$ cat src/rtl/dac_spi_driver.sv
// dac_spi_driver: takes one 12-bit sample per valid/ready handshake and sends it
// to an MCP4921-style DAC as a 16-bit SPI mode-0 frame {CONFIG_BITS, sample},
// MSB first. An optional LDAC_n strobe follows while chip select is high.
module dac_spi_driver #(
   parameter int unsigned CLK_DIV     = 4,
   parameter logic [3:0]  CONFIG_BITS = 4'b0011,
   parameter bit          LDAC_EN     = 1'b1
) (
   input  logic        clk,
   input  logic        rst,
   input  logic [11:0] sample,
   input  logic        sample_valid,
   output logic        sample_ready,
   output logic        dac_cs_n,
   output logic        dac_sclk,
   output logic        dac_mosi,
   output logic        dac_ldac_n,
   output logic        busy
);

   localparam int unsigned      DIV_W    = $clog2(CLK_DIV + 1);
   localparam logic [DIV_W-1:0] DIV_LAST = DIV_W'(CLK_DIV - 1);

   typedef enum logic [2:0] {
      IDLE  = 3'd0,
      SETUP = 3'd1,
      SHIFT = 3'd2,
      HOLD  = 3'd3,
      CSHI  = 3'd4
   } state_t;

   state_t            state;
   logic [DIV_W-1:0]  div_cnt;
   logic [3:0]        bit_cnt;
   logic [15:0]       shreg;
   logic              div_done;
   logic              accept;
   logic              shift_next;

   assign div_done   = (div_cnt == DIV_LAST);
   assign accept     = (state == IDLE) && sample_valid && sample_ready;
   // a falling sclk edge that still has a following bit to present
   assign shift_next = (state == SHIFT) && div_done && dac_sclk && (bit_cnt != 4'd15);

   // Frame data register: loaded at the handshake, shifted on each falling sclk edge.
   always_ff @(posedge clk) begin
      if (accept)
         shreg <= {CONFIG_BITS, sample};
      else if (shift_next)
         shreg <= {shreg[14:0], 1'b0};
   end

   // Frame sequencer with registered SPI/handshake outputs.
   always_ff @(posedge clk or posedge rst) begin
      if (rst) begin
         state        <= IDLE;
         div_cnt      <= '0;
         bit_cnt      <= '0;
         sample_ready <= 1'b0;
         dac_cs_n     <= 1'b1;
         dac_sclk     <= 1'b0;
         dac_mosi     <= 1'b0;
         dac_ldac_n   <= 1'b1;
         busy         <= 1'b0;
      end else begin
         case (state)
            IDLE: begin
               dac_cs_n   <= 1'b1;
               dac_sclk   <= 1'b0;
               dac_ldac_n <= 1'b1;
               if (accept) begin
                  state        <= SETUP;
                  div_cnt      <= '0;
                  bit_cnt      <= '0;
                  sample_ready <= 1'b0;
                  busy         <= 1'b1;
                  dac_cs_n     <= 1'b0;
                  dac_mosi     <= CONFIG_BITS[3];
               end else begin
                  sample_ready <= 1'b1;
                  busy         <= 1'b0;
               end
            end

            SETUP: begin
               if (div_done) begin
                  state    <= SHIFT;
                  div_cnt  <= '0;
                  bit_cnt  <= '0;
                  dac_sclk <= 1'b1;
               end else begin
                  div_cnt <= div_cnt + DIV_W'(1);
               end
            end

            SHIFT: begin
               if (div_done) begin
                  div_cnt <= '0;
                  if (dac_sclk) begin
                     dac_sclk <= 1'b0;
                     if (bit_cnt == 4'd15) begin
                        // last high phase ends straight into HOLD, no trailing low phase
                        state    <= HOLD;
                        bit_cnt  <= '0;
                        dac_mosi <= 1'b0;
                     end else begin
                        dac_mosi <= shreg[14];
                     end
                  end else begin
                     dac_sclk <= 1'b1;
                     bit_cnt  <= bit_cnt + 4'd1;
                  end
               end else begin
                  div_cnt <= div_cnt + DIV_W'(1);
               end
            end

            HOLD: begin
               if (div_done) begin
                  state      <= CSHI;
                  div_cnt    <= '0;
                  bit_cnt    <= '0;
                  dac_cs_n   <= 1'b1;
                  dac_ldac_n <= !LDAC_EN;
               end else begin
                  div_cnt <= div_cnt + DIV_W'(1);
               end
            end

            CSHI: begin
               if (div_done) begin
                  state        <= IDLE;
                  div_cnt      <= '0;
                  bit_cnt      <= '0;
                  dac_ldac_n   <= 1'b1;
                  sample_ready <= 1'b1;
                  busy         <= 1'b0;
               end else begin
                  div_cnt <= div_cnt + DIV_W'(1);
               end
            end

            default: begin
               state        <= IDLE;
               div_cnt      <= '0;
               bit_cnt      <= '0;
               sample_ready <= 1'b0;
               dac_cs_n     <= 1'b1;
               dac_sclk     <= 1'b0;
               dac_mosi     <= 1'b0;
               dac_ldac_n   <= 1'b1;
               busy         <= 1'b0;
            end
         endcase
      end
   end

endmodule

$ cat config.mk
export PLATFORM = sky130hd
export DESIGN_NAME = dac_spi_driver
export DESIGN_NICKNAME = d
export VERILOG_FILES = /design/src/rtl/dac_spi_driver.sv
export SDC_FILE = /design/constraint.sdc
export NUM_CORES = 1
export LEC_CHECK = 0
export ABC_CLOCK_PERIOD_IN_PS = 2800
export BUFFER_PORTS_ARGS = -buffer_cell sky130_fd_sc_hd__buf_2
export CORE_ASPECT_RATIO = 1.25
export CORE_MARGIN = 8
export CORE_UTILIZATION = 55
export CTS_CLUSTER_DIAMETER = 30
export CTS_CLUSTER_SIZE = 40
export DETAILED_ROUTE_END_ITERATION = 8
export GPL_TIMING_DRIVEN = 0
export PLACE_DENSITY = 0.77
export RECOVER_POWER = 25
export SLEW_MARGIN = 10
export SYNTH_ARGS = -nofsm -noshare
export SYNTH_HDL_FRONTEND = slang
export SYNTH_SLANG_ARGS = --single-unit
$ cat constraint.sdc
create_clock -name clk -period 2.8 [get_ports clk]
set_clock_uncertainty 0.1 [all_clocks]
set_input_delay 0.14 -clock clk [delete_from_list [all_inputs] [get_ports clk]]
set_output_delay 0.14 -clock clk [all_outputs]
set_load 0.05 [all_outputs]
==> results.toml <==
[route]
antenna_left = 0
top_layer = "met4"
vias_per_cell = 5.45
wire_per_inst_um = 13.8
drtIter0Drc = 66
wl_met3_um = 167
drt_pass1_iterations = 4
finalWirelength_um = 3050
via_count = 1205
drc_errors = 0
m1WireLength_um = 1240
dr_wl_met2_um = 1560

[clock_tree]
cts.clk_slew.worst_paths_ns = 0.10
cts_tree = "done"
post_cts_resize_count = 0
cts_max_path_buffers = 2
clkLatencyLatePin_ns = 0.33
numCtsBuffers = 5
cts_hold_buf = 13
root_buffer = "clkbuf_4"
cts_sinks = 31
htreeDepth = 2
post_cts_buffers = 0

[grt]
grt_overflow = 0
antenna_found_initial = 0
grt_max_degree = 17
grt_pass1_wl_um = 5290
grt_pass1_vias = 1249
grt.total_usage = 0.144

[critical_path]
r2r_start = "div_cnt[0]"
worst-path-max-fanout = 12
regToRegSetupSlack_ns = 0.44
path_class = "flip-flop to flip-flop"
startpoint = "div_cnt[0]"
worst_ep_arrival_time_ns = 2.22
startpoint_type = "flip-flop"
endpoint_kind = "flip-flop"
worstPathRequired_ns = 2.67
setup.worst_path.end = "shreg[0]"
r2r_cells = 4
r2r-end = "shreg[0]"

[timing]
max_freq_mhz = 424
slew_headroom = 0.568
report.final.setup_viol = 0
tns_ns = 0
layout_setup_ws_ns = 0.442
rsz0062_at_grt = "no"
finalCritPeriodShare = 0.842
tightestPinTransition_ns = 0.647
hold_viol_final = 0
fin_crit_ns = 2.36
finalMaxSlewViolations = 0

[synthesis]
syn-mean-instance-area_um2 = 10.3
syn_nets = 163
synth_top_area_cell = "edfxtp_1"
synth-seq-area-share = 0.548
yosys_register_bits = 31
synth_warnings = 0
ys_types = 44
syn_inst = 146
syn_area_um2 = 1500
synth.top_cells.by_area = "edfxtp_1 (24%), dfrtp_1 (23%), nand2_1 (10%), dfxtp_1 (4.0%), dfstp_2 (3.5%)"
synth_top_area_share = 0.240

[floorplan]
floorplan.die_area_um2 = 4670
row_count = 21
ios = 21
dieHeight_um = 74.4
die_w_um = 62.7
initial_core_util = 0.571
core_um2 = 2630

[placed_design]
placed_area_um2 = 1640
portBuffers = 20
pre_cts_slack_ns = 0.484
gp_congestion = 0.899
dp_hpwl_um = 2120

[layout]
seqCellArea_um2 = 823
final_common_cell = "nand2_1"
utilization = 0.694
syn_to_final_growth_pct = 21.4
antenna_cells = 0
layout_common_cells = "nand2_1 (40), buf_2 (23), dfrtp_1 (14), dlygate4sd3_1 (13), edfxtp_1 (12)"
stdcell_area_um2 = 1820
nets = 203
multi_input_comb_area_um2 = 622
fillers = 213
drive_gt1_frac = 0.219

[outcome]
status = "finished clean"

[flow_run]
maxCapViolCount = 0

[pwr]
powerDensity_nw_per_um2 = 953
vdd_ir_drop_max_mv = 0.555
leakage_nw = 0.851

[hold_path]
hold_path_class = "primary input to flip-flop"
## worst min-delay path by stage
stage            endpoint  depth (start not counted)  slack (ns)    startpoint
6_report       div_cnt[2]                          3        0.16  sample_valid
5_1_grt        div_cnt[2]                          3        0.17  sample_valid
4_1_cts        div_cnt[2]                          3        0.14  sample_valid
3_5_place_dp   bit_cnt[1]                          2        0.15           rst
3_3_place_gp     dac_mosi                          2        0.14           rst
2_1_floorplan  bit_cnt[0]                          1       -0.05           rst
## area by class of cell
class | count | share of cell area
flip-flops and latches | 31 | 0.452
multi-input cells | 104 | 0.341
plain buffers | 7 | 0.0226
clock buffers | 6 | 0.0226
inverters | 4 | 0.00824
clock inverters | 2 | 0.00412
repair buffers | 33 | 0.126
well taps | 34 | 0.0233
## through the flow
step,std cells,hold slack (ns),power [W]
after global placement,200,0.138,0.00146
after CTS,221,0.140,0.00175
after floorplan,146,-0.0477,0.00132
after global routing,221,0.169,0.00185
final,221,0.160,0.00174
after detailed placement,200,0.148,0.00149
## state kept, by name, summed over array words and instances (netlist names)
signal        cells
dac_mosi          1
div_cnt           3
bit_cnt           4
dac_sclk          1
busy              1
state             3
dac_cs_n          1
shreg            15
dac_ldac_n        1
sample_ready      1
## cell usage after synthesis (all sizes together)
cell type / count
nand3b: 1
a21o: 2
a21oi: 5
nor3: 3
a311o: 1
ha: 2
o31ai: 1
or3b: 1
and3: 1
nor2: 8
o22a: 1
nand2: 40
nand2b: 1
buf: 5
nand4: 1
xor2: 1
mux2: 2
o21a: 3
clkbuf: 2
xnor2: 1
and2: 2
a2111oi: 1
dfxtp: 3
inv: 4
nor2b: 1
o41ai: 1
o21ai: 6
a221oi: 1
a22o: 3
dfstp: 2
edfxtp: 12
or4b: 1
or2: 2
dfrtp: 14
nand3: 5
a31o: 1
mux2i: 4
nor3b: 1
## cells by family (layout without fill, tap and decap cells)
group / after synthesis / after routing / share of synthesized area
fa+ha+maj: 2 / 2 / 0.0167
xor+xnor: 2 / 2 / 0.0117
simple gates: 68 / 68 / 0.215
buf+inv: 11 / 52 / 0.0375
mux: 6 / 6 / 0.0417
flops: 31 / 31 / 0.548
compound gates: 26 / 26 / 0.129
## critical path, stage by stage, from the launching register on
cell	delay, ns
dfrtp_1	0.38
ha_1	0.24
nor2b_1	0.43
nand4_1	0.35
nand2_1	0.49
## report_power, final
| part | internal [W] | total, W | switching (W) |
|---|---|---|---|
| Sequential | 0.000630 | 0.000709 | 0.0000785 |
| Combinational | 0.000305 | 0.000785 | 0.000480 |
| Clock | 0.0000929 | 0.000244 | 0.000151 |
## per-layer routing
| layer | global-route usage | up-vias |
|---|---|---|
| met2 | 0.257 | 37 |
| met4 | 0.0914 | 0 |
| met3 | 0.0512 | 6 |
| met1 | 0.142 | 570 |
| li1 | - | 592 |
| met5 | 0 | - |
Note: power is estimated with default switching activity, not from simulation.
